File: config.mk
export PLATFORM = sky130hd
export DESIGN_NAME = ps2_device
export DESIGN_NICKNAME = d
export VERILOG_FILES = /design/src/rtl/ps2_pkg.sv /design/src/rtl/ps2_slot_timer.sv /design/src/rtl/ps2_device.sv
export SDC_FILE = /design/constraint.sdc
export NUM_CORES = 1
export LEC_CHECK = 0
export CAP_MARGIN = 20
export CORE_MARGIN = 1
export CORE_UTILIZATION = 45
export DETAILED_ROUTE_END_ITERATION = 10
export DONT_BUFFER_PORTS = 1
export HOLD_SLACK_MARGIN = 0.02
export RECOVER_POWER = 25
export SYNTH_ARGS = -nofsm -noshare
export SYNTH_HDL_FRONTEND = slang
export SYNTH_SLANG_ARGS = --single-unit
File: constraint.sdc
create_clock -name clk -period 2.6 [get_ports clk]
set_clock_uncertainty 0.1 [all_clocks]
set_input_delay 0.39 -clock clk [delete_from_list [all_inputs] [get_ports clk]]
set_output_delay 0.39 -clock clk [all_outputs]
set_load 0.05 [all_outputs]
File: src/rtl/ps2_pkg.sv
// Shared PS/2 definitions: device FSM states and frame lengths (also used by the host side).
package ps2_pkg;

    typedef enum logic [2:0] {
        ST_IDLE,
        ST_TX,
        ST_INHIBIT,
        ST_RX,
        ST_ACK,
        ST_STOPW
    } ps2_dev_state_t;

    localparam int TX_BITS = 11;  // start, 8 data, parity, stop
    localparam int RX_BITS = 10;  // 8 data, parity, stop (start is the host RTS)

    function automatic logic odd_parity(input logic [7:0] d);
        return ~^d;
    endfunction

endpackage

File: src/rtl/ps2_slot_timer.sv
// PS/2 bit-slot timer: phase H (clock released) for HALF_PER cycles, then phase L.
// No latency beyond the counter register; restart holds the count at the slot start.
module ps2_slot_timer #(
    parameter int HALF_PER = 1250
) (
    input  logic clk,
    input  logic rst,
    input  logic restart,
    output logic phase_l,
    output logic end_h,
    output logic pre_end,
    output logic end_slot
);

    localparam int CW = $clog2(2 * HALF_PER);

    logic [CW-1:0] cnt;

    always_ff @(posedge clk) begin
        if (rst || restart || end_slot) begin
            cnt <= '0;
        end else begin
            cnt <= cnt + 1'b1;
        end
    end

    assign phase_l  = (cnt >= CW'(HALF_PER));
    assign end_h    = (cnt == CW'(HALF_PER - 1));
    assign pre_end  = (cnt == CW'(2 * HALF_PER - 2));
    assign end_slot = (cnt == CW'(2 * HALF_PER - 1));

endmodule

File: src/rtl/ps2_device.sv
// PS/2 device side: clocks bytes to the host, receives host commands and ACKs them.
// One byte of TX buffering; tx_ready low while a byte is pending, extra requests ignored.
module ps2_device
    import ps2_pkg::*;
#(
    parameter int HALF_PER = 1250,
    parameter int IDLE_CYC = 2500
) (
    input  logic       clk,
    input  logic       rst,
    input  logic       ps2_clk_d,
    input  logic       ps2_data_d,
    output logic       ps2_clk_q,
    output logic       ps2_data_q,
    input  logic [7:0] tx_data,
    input  logic       tx_req,
    output logic       tx_ready,
    output logic [7:0] rx_data,
    output logic       rx_valid,
    output logic       rx_err
);

    localparam int IW = $clog2(IDLE_CYC + 1);

    ps2_dev_state_t       state;
    logic [1:0]           clk_sync;
    logic [1:0]           data_sync;
    logic                 clk_s;
    logic                 data_s;
    logic [3:0]           bit_cnt;
    logic [IW-1:0]        idle_cnt;
    logic [7:0]           tx_byte;
    logic [TX_BITS-1:0]   tx_shift;
    logic [RX_BITS-1:0]   rx_shift;
    logic                 clocked;
    logic                 phase_l;
    logic                 end_h;
    logic                 pre_end;
    logic                 end_slot;

    always_ff @(posedge clk) begin
        if (rst) begin
            clk_sync  <= 2'b11;
            data_sync <= 2'b11;
        end else begin
            clk_sync  <= {clk_sync[0], ps2_clk_d};
            data_sync <= {data_sync[0], ps2_data_d};
        end
    end

    assign clk_s   = clk_sync[1];
    assign data_s  = data_sync[1];
    assign clocked = (state == ST_TX) || (state == ST_RX) ||
                     (state == ST_ACK) || (state == ST_STOPW);

    // Outside clocked states the timer sits at zero so a new frame starts on a clean slot.
    ps2_slot_timer #(.HALF_PER(HALF_PER)) u_timer (
        .clk      (clk),
        .rst      (rst),
        .restart  (!clocked),
        .phase_l  (phase_l),
        .end_h    (end_h),
        .pre_end  (pre_end),
        .end_slot (end_slot)
    );

    always_ff @(posedge clk) begin
        if (rst) begin
            state      <= ST_IDLE;
            ps2_clk_q  <= 1'b0;
            ps2_data_q <= 1'b0;
            tx_ready   <= 1'b1;
            tx_byte    <= '0;
            tx_shift   <= '0;
            rx_shift   <= '0;
            rx_data    <= '0;
            rx_valid   <= 1'b0;
            rx_err     <= 1'b0;
            bit_cnt    <= '0;
            idle_cnt   <= '0;
        end else begin
            rx_valid  <= 1'b0;
            rx_err    <= 1'b0;
            // Next cycle lies in phase L; early exits below override to release the clock.
            ps2_clk_q <= clocked && (end_h || (phase_l && !end_slot));

            if (tx_req && tx_ready) begin
                tx_ready <= 1'b0;
                tx_byte  <= tx_data;
            end

            if (state == ST_IDLE && clk_s && data_s) begin
                if (idle_cnt != IW'(IDLE_CYC)) idle_cnt <= idle_cnt + 1'b1;
            end else begin
                idle_cnt <= '0;
            end

            case (state)
                ST_IDLE: begin
                    if (!clk_s) begin
                        state <= ST_INHIBIT;
                    end else if (!tx_ready && idle_cnt == IW'(IDLE_CYC)) begin
                        state      <= ST_TX;
                        tx_shift   <= {1'b1, odd_parity(tx_byte), tx_byte, 1'b0};
                        ps2_data_q <= 1'b1;
                        bit_cnt    <= '0;
                    end
                end
                ST_TX: begin
                    if (end_h && !clk_s) begin
                        // Host inhibit: drop the frame, keep the byte for a full resend.
                        state      <= ST_INHIBIT;
                        ps2_clk_q  <= 1'b0;
                        ps2_data_q <= 1'b0;
                    end else if (end_slot) begin
                        if (bit_cnt == 4'(TX_BITS - 1)) begin
                            state      <= ST_IDLE;
                            ps2_data_q <= 1'b0;
                            tx_ready   <= 1'b1;
                        end else begin
                            bit_cnt    <= bit_cnt + 1'b1;
                            tx_shift   <= tx_shift >> 1;
                            ps2_data_q <= ~tx_shift[1];
                        end
                    end
                end
                ST_INHIBIT: begin
                    ps2_data_q <= 1'b0;
                    if (clk_s) begin
                        state   <= data_s ? ST_IDLE : ST_RX;
                        bit_cnt <= '0;
                    end
                end
                ST_RX: begin
                    if (end_h) begin
                        if (!clk_s) begin
                            state     <= ST_INHIBIT;
                            ps2_clk_q <= 1'b0;
                        end else begin
                            rx_shift <= {data_s, rx_shift[RX_BITS-1:1]};
                        end
                    end else if (end_slot) begin
                        if (bit_cnt == 4'(RX_BITS - 1)) begin
                            bit_cnt <= '0;
                            if ((^rx_shift[8:0]) && rx_shift[9]) begin
                                state      <= ST_ACK;
                                ps2_data_q <= 1'b1;
                            end else begin
                                state  <= ST_STOPW;
                                rx_err <= 1'b1;
                            end
                        end else begin
                            bit_cnt <= bit_cnt + 1'b1;
                        end
                    end
                end
                ST_ACK: begin
                    if (end_h && !clk_s) begin
                        state      <= ST_INHIBIT;
                        ps2_clk_q  <= 1'b0;
                        ps2_data_q <= 1'b0;
                    end else if (pre_end) begin
                        rx_valid <= 1'b1;
                        rx_data  <= rx_shift[7:0];
                    end else if (end_slot) begin
                        state      <= ST_IDLE;
                        ps2_data_q <= 1'b0;
                    end
                end
                ST_STOPW: begin
                    // Keep clocking until the host lets data float high, bounded to 8 slots.
                    if (end_h) begin
                        if (data_s || bit_cnt == 4'd7) begin
                            state     <= ST_IDLE;
                            ps2_clk_q <= 1'b0;
                        end else begin
                            bit_cnt <= bit_cnt + 1'b1;
                        end
                    end
                end
                default: state <= ST_IDLE;
            endcase
        end
    end

endmodule

## Yosys cells after proc, flatten, opt, wreduce, memory -nomap -nowiden

Cells that the tools add are included.

- Add/sub/neg operators: 3
- Order comparisons: 1
- Eq/ne operators: 34
- Bitwise gates (word level): 7
- Reductions and logical operators: 35
- Mux-type cells: 62

Operators with widths:

| cell | number |
|---|---|
| 2-to-1 mux 11 bit | 5 |
| 2-to-1 mux 3 bit | 15 |
| 2-to-1 mux 4 bit | 11 |
| == test 12 bit, second input constant | 3 |
| 2-to-1 mux 1 bit | 25 |
| adder 12 x 1 -> 12 bit, second input constant | 2 |
| case mux 11 bit (2 select lines) | 1 |
| AND reduction 11 bit | 2 |
| case mux 4 bit (5 select lines) | 1 |
| != test 2 bit, second input constant | 9 |
| case mux 3 bit (6 select lines) | 1 |
| != test 3 x 2 -> 1 bit, second input constant | 5 |
| == test 12 x 11 -> 1 bit, second input constant | 1 |
| greater-or-equal comparator 12 x 11 -> 1 bit, second input constant | 1 |
| != test 12 bit, second input constant | 1 |
| AND reduction 10 bit | 1 |
| nonzero test 5 bit | 2 |
| XOR reduction 9 bit | 1 |
| == test 4 bit, second input constant | 2 |
| logical AND 1 bit | 8 |
| != test 2 x 1 -> 1 bit, second input constant | 4 |
| XNOR reduction 8 bit | 1 |
| logical OR 1 bit | 7 |
| inverter 1 bit | 7 |
| 18 further kinds | 26 |

- Flip-flop bits (word level): 77
- Bits of input ports: 13
- Logic and storage cells: 157
- Output and inout bits: 13

## Logic depth before layout (Yosys ltp)

- Depth after elaboration: 8
- Depth in mapped cells: 9
- Mapped depth without buffers: 8

## Hierarchy

From an unflattened synthesis, not the netlist that was laid out.

- Cells, all modules: 429
- Area, all modules: 3808.7 µm²

By module, submodules not included:

| module | sequential area each (µm²) | instances | cells an instance | area each (µm²) |
|---|---|---|---|---|
| ps2_device | 1281.2 | 1 | 363 | 3209.3 |
| ps2_slot_timer | 240.2 | 1 | 66 | 599.3 |

## Worst setup path after synthesis

OpenSTA, ideal clock, no wires.

- Path kind: register -> register
- From: reg u_timer.cnt[0]
- To: reg state[0]
- Setup slack: 0.098 ns
- Buffers on the path: 1
- Cell stages (with the launch flop): 9
- Library setup time: 0.070 ns
- Arrival time: 2.331 ns
- Clock period less this slack: 2.502 ns
- Path through: dfxtp_1 > ha_1 > or3b_1 > or3_1 > buf_2 > a211oi_2 > o221ai_2 > or4_1 > a21oi_1

- Word-level cells in the longest chain between the ends: 4
- Elaborated cells on any way between the ends: 17

Ends and longest elaborated chain:

| item | RTL line | RTL |
|---|---|---|
| from (decl) | ps2_slot_timer.sv:17 | `logic [CW-1:0] cnt;` |
| from (signal assigned) | ps2_slot_timer.sv:23 | `cnt <= cnt + 1'b1;` |
| == test 12 x 11 -> 1 bit | ps2_slot_timer.sv:28 | `assign end_h = (cnt == CW'(HALF_PER - 1));` |
| logical AND 1 bit | ps2_device.sv:110, ps2_device.sv:158 |  |
| != test 3 x 1 -> 1 bit (no line), or another cell as far along | - |  |
| AND reduction 11 bit (no line) or case mux 3 bit (6 select lines) (tied branches) | - |  |
| to (signal assigned) | ps2_device.sv:130 | `state <= data_s ? ST_IDLE : ST_RX;` |
| to (decl) | ps2_device.sv:25 | `ps2_dev_state_t state;` |

Parallel ways exist; a longest one is shown, timed or not.
A chain may end at the register's enable or synchronous reset.

## Worst setup path in the final report

- From: reg u_timer.cnt[1]
- To: reg state[0]

The elaborated chain is that of the path after synthesis.

==> flow_metrics.tcl <==
set metrics [dict create \
    status "finished clean" \
    critical_path_class "reg2reg" \
    chipHeight_um 93.4 \
    ir_drop_mv 0.343 \
    final_cell_area_um2 4290 \
    syn_avg_cell_area_um2 8.69 \
    antenna_cells 0 \
    place_inst 534 \
    cts_tree "built" \
    power.leakage_nw 1.55 \
    overflow 0 \
    fin_crit_sh_pct 98.5 \
    dr.pass1.iters 4 \
    worst-path-buf-inv 1 \
    maxSlewHeadroom_pct 61.0 \
    fillCellCount 750 \
    syn2layout_area_growth_pct 14.0 \
    rsz0062_at_grt "true" \
    dp_slack_ns -0.00131 \
    synth_edf_count 0 \
    place_area_um2 3980 \
    power_density_nw_per_um2 705 \
    crit_fanout 4 \
    drc 0 \
    finalMaxSlewViolations 0 \
    whs_ns 0.0462 \
    drt-total-wl_um 7730 \
    numCtsBuffers 9 \
    cp_data_arrival_time_ns 2.75 \
    avgRoutedWirePerCell_um 14.0 \
    root_buffer "clkbuf_8" \
    start_util_pct 47.7 \
    hold_violations 0 \
    cp_top_family "simple AND/OR/NAND/NOR gates" \
    postLayoutCoreUtil_pct 54.3 \
    cp-start-kind "flop" \
    io_pins 26 \
    setup_ws_ns 0.0384 \
    row_count 32 \
    path_cells "inv_1 -> ha_1 -> or3b_4 -> or3_4 -> a211oi_4 -> o221ai_2 -> or4_1 -> a21oi_1" \
    gr-usage-all-layers_pct 18.8 \
    vias 3015 \
    setup-violations-final 0 \
    clock_sinks 76 \
    cts_max_path_buffers 2 \
    crit_path_end_kind "flop" \
    async_flop_share_pct 0 \
    antenna_left 0 \
    fin_nets 468 \
    fmax_mhz 390 \
    layout-drive-gt1-share_pct 14.2 \
    fp.coreArea_um2 7890 \
    syn_nets 454 \
    syn_area_um2 3760 \
    worst_pin_slew_ns 0.588 \
    place_congestion 0.848 \
    hp-class "in2reg" \
    layoutNonFillerInstCount 554 \
    die_w_um 93.4 \
    ys_seq_elements 76 \
    grt_max_degree 48 \
    maxCapViolCount 0 \
    drt_iter0_markers 115 \
    path_clk_slew_ns 0.08 \
    cp_slowest_cell "or4_1" \
    avgViaCountPerCell 5.44 \
    portBuffers 0 \
    crit_required_ns 2.79 \
    die_area_um2 8730 \
    h-tree-depth 3 \
    antenna_found_initial 0 \
    ys_seq_area_share_pct 40.5 \
    grt_pass1_vias 2696 \
    slowest_delay_ns 0.53 \
    clkLatencyLatePin_ns 0.35 \
    ys_types 57 \
    dp_hpwl_um 5240 \
    yosys_warnings 0 \
    grt_pass1_wl_um 12800 \
    synthFlopType "dfxtp_1" \
    synthCells 433 \
    finalCriticalPeriod_ns 2.56 \
]
==> where the power goes <==
| part | internal, mW | switching [mW] |
|---|---|---|
| sequential | 1.25 | 0.102 |
| clock | 0.575 | 0.466 |
| combinational | 0.295 | 0.332 |
==> path summary, 6_finish.rpt <==
check | start | end | slack, ns | cells past startpoint
max | u_timer.cnt[1] | state[0] | 0.04 | 8
min | rst | data_sync[1] | 0.05 | 1
max reg2reg | u_timer.cnt[1] | state[0] | 0.04 | 8
min reg2reg | data_sync[0] | data_sync[1] | 0.32 | 1
==> cells in the mapped netlist (2+ instances only) <==
master,instances,area [µm²]
a211oi_1,13,97.6
a21oi_1,28,140
and2_1,2,12.5
and3_1,2,12.5
and3b_1,3,26.3
and4_1,2,17.5
buf_1,2,7.51
buf_2,3,15.0
clkbuf_1,18,67.6
dfxtp_1,76,1520
ha_1,8,100
inv_1,12,45.0
mux2i_1,29,290
nand2_1,24,90.1
nand2b_1,3,18.8
nand3_1,19,95.1
nand3b_1,3,22.5
nand4_1,6,37.5
nand4bb_1,3,33.8
nor2_1,72,270
nor2b_1,3,18.8
nor3_1,7,35.0
nor3_2,2,20.0
nor3b_1,3,22.5
nor4_1,5,31.3
nor4bb_1,3,30.0
o21ai_0,10,50.1
o31ai_1,3,22.5
or2_2,7,43.8
or3_1,8,50.1
or4_1,2,15.0
xnor2_1,15,131
xnor3_1,2,45.0
xor2_1,12,105
==> routing by layer <==
metal,global-route usage (%),vias to the layer above,wire length (µm)
li1,-,1556,-
met1,27.3,1399,3980
met2,26.7,50,3290
met3,4.55,10,339
met4,7.31,0,125
met5,0,-,0
==> kinds of logic (layout without fill, tap and decap cells) <==
logic type,count (synthesis),count (layout),share of synthesized area [%]
AO/OA/AOI/OAI,70,70,12.2
XOR/XNOR,29,29,7.49
adder cells (fa/ha/maj),9,9,2.93
buffers and inverters,35,54,3.59
flip-flops,76,76,40.5
multiplexers,29,29,7.72
AND/OR/NAND/NOR,185,185,25.6
==> registers in the layout, summed over array words and instances (netlist names), 2 cells and up <==
| name | flops |
|---|---|
| tx_shift | 10 |
| idle_cnt | 12 |
| rx_data | 8 |
| rx_shift | 10 |
| tx_byte | 8 |
| bit_cnt | 4 |
| state | 3 |
| data_sync | 2 |
| u_timer.cnt | 12 |
| clk_sync | 2 |
==> layout make-up <==
class	instances	area (µm²)	area share [%]
clock buffers	10	138	3.21
clock inverters	6	93.8	2.19
inverters	12	45.0	1.05
multi-input cells	322	2150	50.2
flip-flops and latches	76	1520	35.6
well taps	102	128	2.98
repair buffers	26	205	4.79
==> cell usage in the layout, fill, tap and decap left out, types with 3 or more instances in the layout <==
| cell | count |
|---|---|
| dfxtp_1 | 74 |
| nor2_1 | 72 |
| mux2i_1 | 29 |
| a21oi_1 | 27 |
| nand2_1 | 24 |
| buf_4 | 21 |
| nand3_1 | 19 |
| xnor2_1 | 15 |
| xor2_1 | 12 |
| a211oi_1 | 12 |
| inv_1 | 11 |
| o21ai_0 | 10 |
| clkbuf_8 | 10 |
| ha_1 | 8 |
| or3_1 | 7 |
| nor3_1 | 7 |
| or2_2 | 7 |
| nand4_1 | 6 |
| nor4_1 | 4 |
| nand4bb_1 | 3 |
| and3b_1 | 3 |
| nor2b_1 | 3 |
| o31ai_1 | 3 |
| nand2b_1 | 3 |
| nand3b_1 | 3 |
==> metrics by stage <==
step           power, mW   TNS, ns
2_1_floorplan       1.82         0
3_3_place_gp        1.95         0
3_5_place_dp        1.97  -0.00131
4_1_cts             3.04         0
5_1_grt             3.18   -0.0450
6_report            3.02         0
==> worst reg2reg max path, cell delays in order, from the launching register on <==
cell,delay [ns]
dfxtp_1,0.31
inv_1,0.05
ha_1,0.12
or3b_4,0.40
or3_4,0.42
a211oi_4,0.29
o221ai_2,0.14
or4_1,0.53
a21oi_1,0.14
==> repair_timing <==
action | 4_1_cts | 5_1_grt
hold buffers | 1 | 2
endpoints found under the hold margin | 47 | 2
gates resized for setup | 1 | 8
buffers inserted | 0 | 1
endpoints found under the setup margin | 1 | 5
pin swaps | 1 | 7
(Power assumes the default switching activity.)
